==> config.mk <==
export PLATFORM = sky130hd
export DESIGN_NAME = nzcv_flag_pipe
export DESIGN_NICKNAME = d
export VERILOG_FILES = /design/src/rtl/nzcv_flag_pipe_pkg.sv /design/src/rtl/nzcv_flag_pipe_flag_slot.sv /design/src/rtl/nzcv_flag_pipe.sv
export SDC_FILE = /design/constraint.sdc
export NUM_CORES = 1
export LEC_CHECK = 0
export BUFFER_PORTS_ARGS = -buffer_cell sky130_fd_sc_hd__buf_4
export CAP_MARGIN = 5
export CORE_MARGIN = 2
export CORE_UTILIZATION = 40
export DETAILED_ROUTE_END_ITERATION = 10
export PLACE_DENSITY = 0.67
export REMOVE_ABC_BUFFERS = 1
export SYNTH_ARGS = -nofsm -noshare
export SYNTH_HDL_FRONTEND = slang
export SYNTH_SLANG_ARGS = --single-unit
==> constraint.sdc <==
create_clock -name clk -period 1.35 [get_ports clk]
set_input_delay 0.0675 -clock clk [delete_from_list [all_inputs] [get_ports clk]]
set_output_delay 0.0675 -clock clk [all_outputs]
set_load 0.02 [all_outputs]
==> src/rtl/nzcv_flag_pipe_pkg.sv <==
// Shared processor package: flag bit indices, flag-slot record and helpers
// used by the NZCV flag pipeline and its slot registers.
package nzcv_flag_pipe_pkg;

  // Width of every flag vector
  localparam int FLAG_W = 4;

  // Flag bit positions inside a {N,Z,C,V} vector
  localparam int N_BIT = 3;
  localparam int Z_BIT = 2;
  localparam int C_BIT = 1;
  localparam int V_BIT = 0;

  // One pipeline slot: occupancy, S-bit and the flag payload
  typedef struct packed {
    logic              valid;
    logic              set;
    logic [FLAG_W-1:0] nzcv;
  } flag_slot_t;

  // All-zero slot, used for reset and squash
  localparam flag_slot_t FLAG_SLOT_EMPTY = '{valid: 1'b0, set: 1'b0, nzcv: 4'b0000};

  // A slot only matters for commit/forwarding when it is occupied and flag-setting
  function automatic logic slot_live(input flag_slot_t slot);
    return slot.valid & slot.set;
  endfunction

  // Assemble a flag vector from individual flags in the fixed bit order
  function automatic logic [FLAG_W-1:0] pack_nzcv(input logic n, input logic z,
                                                  input logic c, input logic v);
    logic [FLAG_W-1:0] vec;
    vec        = 4'b0000;
    vec[N_BIT] = n;
    vec[Z_BIT] = z;
    vec[C_BIT] = c;
    vec[V_BIT] = v;
    return vec;
  endfunction

endpackage

==> src/rtl/nzcv_flag_pipe_flag_slot.sv <==
// flag_slot: one registered pipeline slot (valid/set/nzcv) with clear, load
// and hold controls. Clear has priority over load.
module flag_slot
  import nzcv_flag_pipe_pkg::*;
(
  input  logic       clk,
  input  logic       reset,
  input  logic       clear_i,
  input  logic       load_i,
  input  flag_slot_t slot_i,
  output flag_slot_t slot_o
);

  flag_slot_t slot_q;
  flag_slot_t slot_d;

  // Next-state selection: squash, capture new entry, or hold
  always_comb begin
    slot_d = slot_q;
    if (clear_i) begin
      slot_d = FLAG_SLOT_EMPTY;
    end else if (load_i) begin
      slot_d = slot_i;
    end else begin
      slot_d = slot_q;
    end
  end

  // Slot register, asynchronously emptied by reset
  always_ff @(posedge clk or posedge reset) begin
    if (reset) begin
      slot_q <= FLAG_SLOT_EMPTY;
    end else begin
      slot_q <= slot_d;
    end
  end

  assign slot_o = slot_q;

endmodule

==> src/rtl/nzcv_flag_pipe.sv <==
// nzcv_flag_pipe: carries ALU condition flags from EX through MEM and WB
// slots, commits them to the architectural NZCV register at WB, and offers
// an optionally forwarded flag view to the condition evaluator.
module nzcv_flag_pipe
  import nzcv_flag_pipe_pkg::*;
#(
  parameter int          FWD_EN     = 1,
  parameter logic [3:0]  RESET_NZCV = 4'b0000
) (
  input  logic       clk,
  input  logic       reset,
  input  logic       ex_valid,
  input  logic       ex_set_flags,
  input  logic       alu_negative,
  input  logic       alu_zero,
  input  logic       alu_carry,
  input  logic       alu_overflow,
  input  logic       stall,
  input  logic       flush,
  output logic       negative,
  output logic       zero,
  output logic       carry,
  output logic       overflow,
  output logic [3:0] arch_nzcv,
  output logic       flags_pending
);

  flag_slot_t  ex_slot_s;
  flag_slot_t  mem_q;
  flag_slot_t  wb_q;
  logic        advance_s;
  logic        commit_s;
  logic [3:0]  arch_nzcv_q;
  logic [3:0]  arch_nzcv_d;
  logic [3:0]  view_s;

  // Package the EX-stage ALU results into a slot record
  always_comb begin
    ex_slot_s       = FLAG_SLOT_EMPTY;
    ex_slot_s.valid = ex_valid;
    ex_slot_s.set   = ex_set_flags;
    ex_slot_s.nzcv  = pack_nzcv(alu_negative, alu_zero, alu_carry, alu_overflow);
  end

  // Pipeline control: flush beats stall, and a flush still lets WB commit
  always_comb begin
    advance_s = 1'b0;
    commit_s  = 1'b0;
    if (flush) begin
      advance_s = 1'b0;
      commit_s  = slot_live(wb_q);
    end else if (stall) begin
      advance_s = 1'b0;
      commit_s  = 1'b0;
    end else begin
      advance_s = 1'b1;
      commit_s  = slot_live(wb_q);
    end
  end

  flag_slot u_mem_slot (
    .clk     (clk),
    .reset   (reset),
    .clear_i (flush),
    .load_i  (advance_s),
    .slot_i  (ex_slot_s),
    .slot_o  (mem_q)
  );

  // The squashed MEM entry is not promoted: clearing WB on flush drops it
  flag_slot u_wb_slot (
    .clk     (clk),
    .reset   (reset),
    .clear_i (flush),
    .load_i  (advance_s),
    .slot_i  (mem_q),
    .slot_o  (wb_q)
  );

  // Architectural flag next-state: take WB payload on commit, else hold
  always_comb begin
    arch_nzcv_d = arch_nzcv_q;
    if (commit_s) begin
      arch_nzcv_d = wb_q.nzcv;
    end else begin
      arch_nzcv_d = arch_nzcv_q;
    end
  end

  // Architectural flag register, loaded with the reset value asynchronously
  always_ff @(posedge clk or posedge reset) begin
    if (reset) begin
      arch_nzcv_q <= RESET_NZCV;
    end else begin
      arch_nzcv_q <= arch_nzcv_d;
    end
  end

  generate
    if (FWD_EN != 0) begin : g_fwd
      // Forwarding mux: youngest live in-flight flags win over older ones
      always_comb begin
        view_s = arch_nzcv_q;
        if (slot_live(mem_q)) begin
          view_s = mem_q.nzcv;
        end else if (slot_live(wb_q)) begin
          view_s = wb_q.nzcv;
        end else begin
          view_s = arch_nzcv_q;
        end
      end
    end else begin : g_arch
      assign view_s = arch_nzcv_q;
    end
  endgenerate

  assign negative      = view_s[N_BIT];
  assign zero          = view_s[Z_BIT];
  assign carry         = view_s[C_BIT];
  assign overflow      = view_s[V_BIT];
  assign arch_nzcv     = arch_nzcv_q;
  assign flags_pending = slot_live(mem_q) | slot_live(wb_q);

endmodule

=== Word level (Yosys, flattened, before mapping) ===
Index checks and enable logic that the tools add are counted.

* Bits in registers: 16
* Output and inout port bits: 9

* Muxes and demuxes: 10
* Bitwise gates (word level): 3
* Reduce and logical (&&, ||, !) cells: 1

{| class="wikitable"
|+ Operators with widths
! cell !! count
|-
| two-way mux 6 bit || 4
|-
| two-way mux 4 bit || 2
|-
| two-way mux 1 bit || 4
|-
| bitwise AND 1 bit || 2
|-
| nonzero test 2 bit || 1
|-
| bitwise OR 1 bit || 1
|}

=== Depth between registers and ports, before layout ===
Gate-level depths: netlist of the first run.

* Depth after elaboration: 4
* Depth in mapped cells: 4
* Gate-level depth less buffers: 3

=== Modules after synthesis ===
From an unflattened synthesis of the first run, not the netlist that was laid out.

* Cells, all modules: 69
* Area total of the unflattened synthesis: 772.0 um^2

{| class="wikitable"
|+ By module, submodules not included
! module !! times used !! cells each !! area each (um^2) !! sequential area each (um^2)
|-
| flag_slot || 2 || 20 || 247.7 || 150.1
|-
| nzcv_flag_pipe || 1 || 29 || 276.5 || 100.1
|}

=== Worst setup path after synthesis of the first run ===
Ideal clock, no wire load.

* Path kind: flip-flop to output port
* Start point: reg u_mem_slot.slot_q, in the netlist u_mem_slot.slot_o[5]
* End point: out carry
* Data arrival time: 1,182 ps
* Required time: 1,283 ps
* Slack: 101 ps
* Stages on the path, launching flop included: 4
* Cell sequence: dfrtp_1 > and2_1 > clkbuf_1 > o21ai_0

* Word-level cells in the longest chain between the ends: 2

{| class="wikitable"
|+ RTL lines
! what !! RTL line !! text
|-
| start, declared || nzcv_flag_pipe_flag_slot.sv:14 || <nowiki>flag_slot_t slot_q;</nowiki>
|-
| start signal, assigned || nzcv_flag_pipe_flag_slot.sv:34 || <nowiki>slot_q <= slot_d;</nowiki>
|-
| bitwise AND 1 bit || nzcv_flag_pipe_pkg.sv:26 || <nowiki>return slot.valid & slot.set;</nowiki>
|-
| two-way mux 4 bit || nzcv_flag_pipe.sv:104 || <nowiki>if (slot_live(mem_q)) begin</nowiki>
|-
| end, declared || nzcv_flag_pipe.sv:22 || <nowiki>output logic carry,</nowiki>
|}

Every way passes these cells.

=== Worst setup path after layout of the first run ===
* Start point: reg u_wb_slot.slot_q, in the netlist u_wb_slot.slot_o[4]
* End point: out carry

* Word-level cells in the longest chain between the ends: 3

{| class="wikitable"
|+ RTL lines
! what !! RTL line !! text
|-
| start, declared || nzcv_flag_pipe_flag_slot.sv:14 ||
|-
| start signal, assigned || nzcv_flag_pipe_flag_slot.sv:34 ||
|-
| bitwise AND 1 bit || nzcv_flag_pipe_pkg.sv:26 ||
|-
| two-way mux 4 bit || nzcv_flag_pipe.sv:106 || <nowiki>end else if (slot_live(wb_q)) begin</nowiki>
|-
| two-way mux 4 bit || nzcv_flag_pipe.sv:104 ||
|}

Every way passes these cells.

==> flow_summary.json, run 1 <==
{
  "run_status": "complete, no violations",
  "synth_top_area_share_pct": 52.63,
  "rows": 15,
  "rsz0062_at_grt": "yes",
  "ys_seq_area_share_pct": 52.63,
  "yosysTopAreaCell": "dfrtp_1",
  "cp-start-kind": "flip-flop",
  "worstMarginPinSlew_ns": 0.6134,
  "die_area_sq_um": 2267,
  "critPathCaptureType": "output port",
  "root_buffer": "clkbuf_4",
  "ys_types": 13,
  "vias": 538,
  "switching_share_pct": 23.38,
  "syn2layout_area_growth_pct": 26.97,
  "path_cells": "nand2_4 -> mux2i_1 -> o21ai_1 -> buf_4",
  "wl_met1_um": 639,
  "p_sw_uw": 197.6,
  "insertion_delay_ns": 0.27,
  "cts_tree": "done",
  "diodes": 0,
  "leakagePower_nw": 0.5449,
  "wl_per_cell_um": 13.16,
  "crit_buf_inv": 1,
  "coreArea_sq_um": 1764,
  "skew_ns": 0.004102,
  "drcViolationCount": 0,
  "grt_max_degree": 17,
  "cp_slowest_cell": "dfrtp_1",
  "ant_nets": 0,
  "ys_ff_latch": 16,
  "total_power_uw": 845.1,
  "io_buffers": 18,
  "wirelength_mm": 1.487,
  "met2WireLength_um": 776,
  "start_util_pct": 43.12,
  "via_per_inst": 4.761,
  "num_io_pins": 19,
  "die_h_um": 47.61,
  "synth_area_leaders": "dfrtp_1 (53%), mux2i_1 (21%), mux2_2 (5.9%)",
  "dr_wl_met3_um": 51,
  "numClockSinks": 16,
  "cts_made_buffers": 3,
  "max_stage_delay_ns": 0.42,
  "grt_pass1_vias": 549,
  "pre_cts_ws_ns": 0.1868,
  "arrival_ns": 1.25,
  "cellPowerDensity_nw_per_um2": 874.9,
  "htreeDepth": 1,
  "syn_area_per_cell_sq_um": 11.35,
  "highest_layer": "met4",
  "maxSlewViolCount": 0,
  "nets": 100,
  "drive_gt1_share_pct": 35.23,
  "period_needed_ns": 1.316,
  "fmax_mhz": 759.6,
  "firstDrtPassIters": 4,
  "syn_area_sq_um": 760.7,
  "antenna_found_initial": 0,
  "clockPowerShare_pct": 27.9,
  "grtUsageTotal_pct": 16.41,
  "fin_crit_sh_pct": 97.52,
  "finalSetupViolCount": 0,
  "clock_path_buffers": 2,
  "hpwl_mm": 1.056,
  "clkSlewWorstSetupHoldPaths_ns": 0.09,
  "grt_overflow_total": 0,
  "p_int_uw": 647.5,
  "cp_max_fo": 6,
  "pwr-share-comb_pct": 11.6,
  "min-delay-path-class": "in2reg",
  "fin_ws_ns": 0.03354,
  "path_class": "reg2out",
  "max-cap-violations": 0,
  "required_ns": 1.28,
  "drtIter0Drc": 5,
  "grt_pass1_wl_mm": 2.484,
  "synthCells": 67,
  "r2r_slack_ns": 0.04,
  "die_w_um": 47.61,
  "seqPwrFrac_pct": 60.5,
  "gp_congestion": 0.7333,
  "critical_path.top_delay_family": "flip-flops",
  "vdd_drop_max_mv": 0.5916,
  "hold_violations": 0,
  "ys_warn_count": 0,
  "slew_headroom_pct": 59.06
}
[flip-flops by register name, summed over array words and instances, names as in the netlist]
| signal | flops |
|---|---|
| u_mem_slot.slot_o | 6 |
| arch_nzcv | 4 |
| u_wb_slot.slot_o | 6 |
[worst register-to-register path, stage by stage, from the launching register on]
cell	delay, ns
dfrtp_1	0.41
nand2_4	0.10
buf_4	0.15
a21oi_4	0.18
mux2_2	0.36
[stage by stage]
step / instances / hold WS, ns / setup TNS, ns / cell area (sq um) / utilization (%)
floorplan: 63 / -0.01876 / 0 / 734.5 / -
global placement: 107 / 0.1773 / 0 / 908.4 / 51.49
detailed placement: 107 / 0.1764 / 0 / 908.4 / 51.49
CTS: 113 / 0.02058 / 0 / 958.4 / 54.33
global route: 113 / 0.02655 / -0.1184 / 965.9 / 54.75
finish: 113 / 0.02916 / 0 / 965.9 / 54.75
[worst paths after layout]
check                                           startpoint                                to  cells past startpoint
setup / recovery           u_wb_slot.slot_o[4]$_DFFE_PP0P_                             carry                      4
hold / removal                                ex_set_flags  u_mem_slot.slot_o[4]$_DFFE_PP0P_                      3
min in group asynchronous                            reset  u_mem_slot.slot_o[5]$_DFFE_PP0P_                      3
setup reg to reg           u_wb_slot.slot_o[5]$_DFFE_PP0P_          arch_nzcv[1]$_DFFE_PP0P_                      4
hold reg to reg            u_wb_slot.slot_o[3]$_DFFE_PP0P_          arch_nzcv[3]$_DFFE_PP0P_                      1
max in group asynchronous                            reset  u_mem_slot.slot_o[3]$_DFFE_PP0P_                      3
[layout make-up]
type / count / area (sq um)
clock buffer: 3 / 22.52
inverter: 2 / 7.507
multi-input combinational: 45 / 336.6
sequential: 16 / 400.4
tap: 25 / 31.28
fill: 184 / 798.3
timing repair buffer: 22 / 167.7
[kinds of logic after synthesis]
family          count (synthesis)  synth area share (%)
mux                            20                 26.97
compound gates                  5                 4.770
simple gates                   20                 11.18
buf+inv                         6                 4.442
flops                          16                 52.63
[placed cells by master, fill, tap and decap left out, drive strengths merged]
master        n
and2          1
clkbuf        3
nor2         12
buf          21
nand2         7
mux2i        16
o21ai         4
inv           2
a21oi         1
dlygate4sd3   1
dfrtp        16
mux2          4
[layer usage]
layer / track usage (%) / vias to the layer above
li1: - / 268
met1: 18.31 / 258
met2: 29.19 / 10
met3: 3.774 / 2
met4: 8.108 / 0
met5: 0 / -
[repair_timing]
action	4_1_cts	5_1_grt
pin swaps	1	1
buffers inserted	2	0
hold buffers	1	0
resized for setup	3	4
setup endpoints to repair	4	5
hold endpoints to repair	16	0
[power by group through the flow]
stage	logic, mW	registers, mW	clock network, mW
final	0.0977	0.511	0.236
after global routing	0.109	0.514	0.264
after CTS	0.0986	0.511	0.250
after detailed placement	0.0955	0.521	0
after global placement	0.0942	0.520	0
after floorplan	0.0440	0.518	0
[Yosys cell counts]
cell type	number
mux2_2	4
nand2_1	6
mux2i_1	16
nand2_4	1
o21ai_0	4
nor2_1	12
a21oi_4	1
and2_1	1
buf_6	1
buf_4	1
dfrtp_1	16
inv_1	2
clkbuf_1	2
Power figures use the tool's default switching activity.
==> run 2: changes to the inputs <==
CORE_MARGIN = 4   (was 2)
REMOVE_ABC_BUFFERS = default   (was 1)
SYNTH_HIERARCHICAL = 1   (was default)
==> run 2 against run 1 <==
Register-to-register slack better by 0.18 ns. Maximum frequency fell by 1.8%. Clock skew decreased by 0.0011 ns. Utilization hardly changed. Final cell count rose by 2.7%. Synthesized area is 1.5% higher. Worst hold slack got worse by 0.00069 ns. Non-clock buffer count is 1 lower. Sequential share of layout area down 0.43 points. First-iteration DRC count is 20% higher. Synthesized cell count rose by 3.0%. Critical path type unchanged. Largest cell class unchanged. Largest power group unchanged.
==> flow_summary.json, run 2 <==
{
  "nets": 102,
  "rsz0062_at_grt": "yes",
  "drive_gt1_share_pct": 34.07,
  "ys.flop_type": "dfrtp_1",
  "path_class": "reg2out",
  "slew_headroom_pct": 83.07,
  "skew_ns": 0.002985,
  "ys_ff_latch": 16,
  "critical_path.top_delay_family": "flip-flops",
  "cellPowerDensity_nw_per_um2": 907.1,
  "r2r_slack_ns": 0.22,
  "required_ns": 1.28,
  "hpwl_mm": 1.146,
  "vias": 543,
  "numClockSinks": 16,
  "total_power_uw": 885.2,
  "ant_nets": 0,
  "r2r-end": "arch_nzcv[1]$_DFFE_PP0P_",
  "cts_tree": "done",
  "synthXorXnorAreaFrac_pct": 0,
  "synth_mux_area_share_pct": 26.58,
  "fin_crit_sh_pct": 99.32,
  "syn_area_sq_um": 772.0,
  "ys_seq_area_share_pct": 51.86,
  "grt_pass1_wl_mm": 2.518,
  "root_buffer": "clkbuf_4",
  "arrival_ns": 1.27,
  "holdPathStages": 3,
  "ys_warn_count": 6,
  "wirelength_mm": 1.470,
  "finalSetupViolCount": 0,
  "max_stage_delay_ns": 0.42,
  "grtUsageTotal_pct": 12.61,
  "synthCells": 69,
  "die_area_sq_um": 2697,
  "met2WireLength_um": 764,
  "synth_area_leaders": "dfrtp_1 (52%), mux2i_1 (21%), nor2_1 (6.3%)",
  "synth_top_family_by_area": "multiplexers",
  "num_io_pins": 19,
  "gp_congestion": 0.7394,
  "synth_edf_count": 0,
  "diodes": 0,
  "wl_met1_um": 632,
  "ys_types": 12,
  "clock_path_buffers": 2,
  "grt_max_degree": 15,
  "cp_max_fo": 6,
  "hold_end": "u_mem_slot/slot_o[5]$_DFFE_PP0P_",
  "vdd_drop_max_mv": 0.5384,
  "syn2layout_area_growth_pct": 26.42,
  "firstDrtPassIters": 3,
  "run_status": "complete, no violations",
  "crit_buf_inv": 1,
  "mostFrequentLayoutCells": "buf_4 (20), mux2i_1 (16), dfrtp_1 (16)",
  "critPathCaptureType": "output port",
  "via_per_inst": 4.681,
  "grt_overflow_total": 0,
  "cp_slowest_cell": "dfrtp_1",
  "dr_wl_met3_um": 48,
  "fillerInstances": 160,
  "yosysTopAreaCell": "dfrtp_1",
  "fmax_mhz": 745.8,
  "insertion_delay_ns": 0.28,
  "rows": 15,
  "path_cells": "nand2_4 -> mux2i_1 -> o21ai_1 -> buf_4",
  "syn_nets": 79,
  "io_buffers": 18,
  "synth_top_area_share_pct": 51.86,
  "leakagePower_nw": 0.5343,
  "coreArea_sq_um": 1783,
  "reg2reg_depth": 3,
  "antenna_found_initial": 0,
  "clkSlewWorstSetupHoldPaths_ns": 0.09,
  "die_h_um": 51.93,
  "htreeDepth": 1,
  "min-delay-path-class": "in2reg",
  "synthArstFlopShare_pct": 100.0,
  "hold_ws_ns": 0.02848,
  "synthAdderAreaFrac_pct": 0,
  "start_util_pct": 43.30,
  "netlist_top_cells_count": "dfrtp_1 (16), mux2i_1 (16), nor2_1 (13)",
  "maxSlewViolCount": 0,
  "hold_violations": 0,
  "worstMarginPinSlew_ns": 0.2537,
  "cp-start-kind": "flip-flop",
  "drtIter0Drc": 6,
  "grt_pass1_vias": 592,
  "min_from": "ex_valid",
  "drcViolationCount": 0,
  "syn_area_per_cell_sq_um": 11.19,
  "r2r-start": "u_wb_slot/slot_o[5]$_DFFE_PP0P_",
  "synth-simple-area-share_pct": 11.51,
  "layout_commonest_cell": "buf_4",
  "wl_per_cell_um": 12.67,
  "max-cap-violations": 0,
  "period_needed_ns": 1.341,
  "die_w_um": 51.93,
  "highest_layer": "met4",
  "cts_made_buffers": 3,
  "synth_compound_area_share_pct": 4.700
}
run 2: worst min-delay path, delay by kind of cell:
family                 cells  cell delay, ns
AND/OR/NAND/NOR            1            0.08
buffers and inverters      1            0.07
multiplexers               1            0.05
run 2: cells by family after synthesis:
kind of cell,count (synthesis)
multiplexers,20
AO/OA/AOI/OAI,5
buffers and inverters,7
flip-flops,16
AND/OR/NAND/NOR,21
run 2: worst max path at each step:
stage,from,end,slack (ns),cells past startpoint
2_1_floorplan,u_mem_slot/slot_o[5]$_DFFE_PP0P_,carry,0.10,3
3_3_place_gp,u_wb_slot/slot_o[5]$_DFFE_PP0P_,arch_nzcv[3]$_DFFE_PP0P_,0.24,3
3_5_place_dp,u_wb_slot/slot_o[5]$_DFFE_PP0P_,arch_nzcv[1]$_DFFE_PP0P_,0.22,3
4_1_cts,u_wb_slot/slot_o[4]$_DFFE_PP0P_,zero,-0.009,4
5_1_grt,u_wb_slot/slot_o[5]$_DFFE_PP0P_,zero,-0.05,4
6_report,u_wb_slot/slot_o[5]$_DFFE_PP0P_,zero,0.009,4
run 2: layout make-up:
type	instances	area, sq um	area share (%)
repair buffers	21	160.2	16.41
well taps	25	31.28	3.205
multi-input cells	46	332.8	34.10
clock buffers	4	36.28	3.718
flip-flops and latches	16	400.4	41.03
inverters	4	15.01	1.538
run 2: routing by layer:
layer  global-route usage [%]  vias up
li1                         -      272
met1                    15.04      255
met2                    21.76       12
met3                    1.719        4
met4                    6.550        0
met5                        0        -
run 2: per-stage QoR:
step                instance area [sq um]  std cells  setup TNS (ns)  worst slack, ns  utilization [%]
finish                              975.9        116               0         0.009156            54.74
global placement                    919.6        110               0           0.2448            51.58
CTS                                 968.4        115       -0.009140        -0.009140            54.32
global route                        975.9        116         -0.1813         -0.05369            54.74
floorplan                           772.0         69               0           0.1007                -
detailed placement                  919.6        110               0           0.2206            51.58
run 2: report_power, final:
part	internal [mW]	total, mW	switching, mW
sequential	0.490	0.501	0.0103
combinational	0.0388	0.0786	0.0398
clock	0.164	0.306	0.142
total	0.693	0.885	0.192
run 2: timing repair:
action / 4_1_cts / 5_1_grt
pin swaps: 1 / 1
buffers inserted: 0 / 1
hold buffers: 1 / 0
endpoints found under the hold margin: 16 / 0
setup endpoints to repair: 4 / 4
resized for setup: 5 / 0
==> run 3: changes to the inputs <==
CORE_UTILIZATION = 47   (was 40)
PLACE_DENSITY = 0.76   (was 0.67)
==> run 3 against run 2 <==
Clock power hardly changed. Global-route usage is 0.78 points higher. Worst setup slack improved by 0.030 ns. Sequential share of layout area fell by 0.47 points. Sequential cell count did not move. Final area increased by 1.2%. Routed wire length rose by 5.9%. Register-to-register slack lost 0.13 ns. Largest power group unchanged.
==> flow_summary.json, run 3 (synthesis gave the netlist of run 2 again) <==
{
  "run_status": "complete, no violations",
  "wirelength_mm": 1.556,
  "cellPowerDensity_nw_per_um2": 905.9,
  "syn2layout_area_growth_pct": 27.88,
  "insertion_delay_ns": 0.27,
  "die_h_um": 48.53,
  "top_usage_layer": "met2",
  "root_buffer": "clkbuf_4",
  "grtUsageTotal_pct": 13.39,
  "min_from": "alu_carry",
  "drive_gt1_share_pct": 36.17,
  "vias": 562,
  "worstMarginPinSlew_ns": 0.2530,
  "drtIter0Drc": 0,
  "antenna_found_initial": 0,
  "grt_pass1_vias": 572,
  "clock_path_buffers": 2,
  "critical_path.top_delay_family": "flip-flops",
  "layout_commonest_cell": "buf_4",
  "start_util_pct": 50.66,
  "skew_ns": 0.001165,
  "rsz0062_at_grt": "yes",
  "fin_crit_sh_pct": 97.12,
  "crit_buf_inv": 1,
  "postLayoutCellArea_sq_um": 987.2,
  "startpoint": "u_wb_slot/slot_o[4]$_DFFE_PP0P_",
  "hpwl_mm": 1.177,
  "arrival_ns": 1.24,
  "p_sw_uw": 198.1,
  "switching_share_pct": 22.15,
  "coreArea_sq_um": 1524,
  "die_area_sq_um": 2355,
  "via_per_inst": 5.109,
  "globalRouteMet1Util_pct": 17.45,
  "leakagePower_nw": 0.5495,
  "grt_use_met2_pct": 22.39,
  "io_buffers": 18,
  "critPathCaptureType": "output port",
  "hold_ws_ns": 0.03456,
  "cts_tree": "done",
  "clkSlewWorstSetupHoldPaths_ns": 0.09,
  "rows": 14,
  "maxSlewViolCount": 0,
  "htreeDepth": 1,
  "period_needed_ns": 1.311,
  "setup.worst_path.end": "carry",
  "drcViolationCount": 0,
  "max-cap-violations": 0,
  "die_w_um": 48.53,
  "reg2reg_depth": 4,
  "firstDrtPassIters": 1,
  "wl_per_cell_um": 14.15,
  "cts_made_buffers": 3,
  "grt_max_degree": 15,
  "fmax_mhz": 762.7,
  "finalSetupViolCount": 0,
  "min-delay-path-class": "in2reg",
  "r2r-start": "u_wb_slot/slot_o[5]$_DFFE_PP0P_",
  "cp_slowest_cell": "dfrtp_1",
  "numClockSinks": 16,
  "path_cells": "nand2_4 -> mux2i_1 -> o21ai_1 -> buf_4",
  "pwr-share-comb_pct": 9.6,
  "required_ns": 1.28,
  "cp_max_fo": 6,
  "grt_pass1_wl_mm": 2.573,
  "total_power_uw": 894.3,
  "seqPwrFrac_pct": 55.9,
  "num_io_pins": 19,
  "r2r_slack_ns": 0.09,
  "max_stage_delay_ns": 0.42,
  "fillerInstances": 122,
  "cp.depth": 4,
  "dpl-instance-area_sq_um": 908.4,
  "ant_nets": 0,
  "diodes": 0,
  "slew_headroom_pct": 83.12,
  "p_int_uw": 696.2,
  "vdd_drop_max_mv": 0.8613,
  "gp_congestion": 0.7584,
  "mostFrequentLayoutCells": "buf_4 (23), mux2i_1 (16), dfrtp_1 (16)",
  "utilization_pct": 64.78,
  "tns_ns": 0,
  "clockPowerShare_pct": 34.5,
  "cp-start-kind": "flip-flop",
  "path_class": "reg2out",
  "grt_overflow_total": 0,
  "met3_usage_pct": 2.761,
  "nets": 105,
  "r2r-end": "arch_nzcv[2]$_DFFE_PP0P_",
  "hold_violations": 0
}
run 3: changes by cell type in the layout (fill, tap and decap cells not counted):
cell | before | now
o21ai_0 | 1 | 0
o21ai_1 | 3 | 4
buf_4 | 20 | 23
run 3: worst min-delay path, delay by kind of cell:
kind | cells | cell delay (ns)
buffers and inverters | 1 | 0.08
muxes | 1 | 0.05
and+or+nand+nor | 1 | 0.08
run 3: through the flow:
stage	std cells	worst slack, ns
CTS	109	0.004165
global placement	101	0.2446
global route	110	-0.04744
finish	110	0.03887
detailed placement	101	0.2127
floorplan	69	0.1007
run 3: layer usage:
metal	part of all wire [%]	wire length (um)	vias to the layer above
met5	0	0	-
met4	0.39	6	0
met3	2.6	40	2
met2	54	847	8
met1	42	661	273
li1	-	-	279
run 3: timing repair:
item,CTS,global route
setup buffers,3,1
setup endpoints to repair,4,4
hold buffers,1,0
gates resized for setup,3,3
hold endpoints to repair,16,0
pin swaps,1,0
run 3: final cells by class:
class                           count  area, sq um  share of cell area (%)
Clock buffer                        4        36.28                   3.676
Inverter                            4        15.01                   1.521
Multi-Input combinational cell     46        332.8                   33.71
Sequential cell                    16        400.4                   40.56
Tap cell                           16        20.02                   2.028
Timing Repair Buffer               24        182.7                   18.50
run 3: power groups by stage:
stage | clock, mW | sequential [mW] | combinational [mW]
final | 0.309 | 0.500 | 0.0858
after CTS | 0.322 | 0.500 | 0.0873
after floorplan | 0 | 0.507 | 0.0468
after global placement | 0 | 0.510 | 0.0758
after detailed placement | 0 | 0.510 | 0.0791
after global routing | 0.349 | 0.502 | 0.0939
run 3: how the worst min path moves through the flow:
stage | endpoint | cells past startpoint
2_1_floorplan | arch_nzcv[0]$_DFFE_PP0P_ | 1
3_3_place_gp | arch_nzcv[0]$_DFFE_PP0P_ | 2
3_5_place_dp | arch_nzcv[0]$_DFFE_PP0P_ | 2
4_1_cts | u_mem_slot/slot_o[1]$_DFFE_PP0P_ | 3
5_1_grt | u_mem_slot/slot_o[2]$_DFFE_PP0P_ | 3
6_report | u_mem_slot/slot_o[1]$_DFFE_PP0P_ | 3
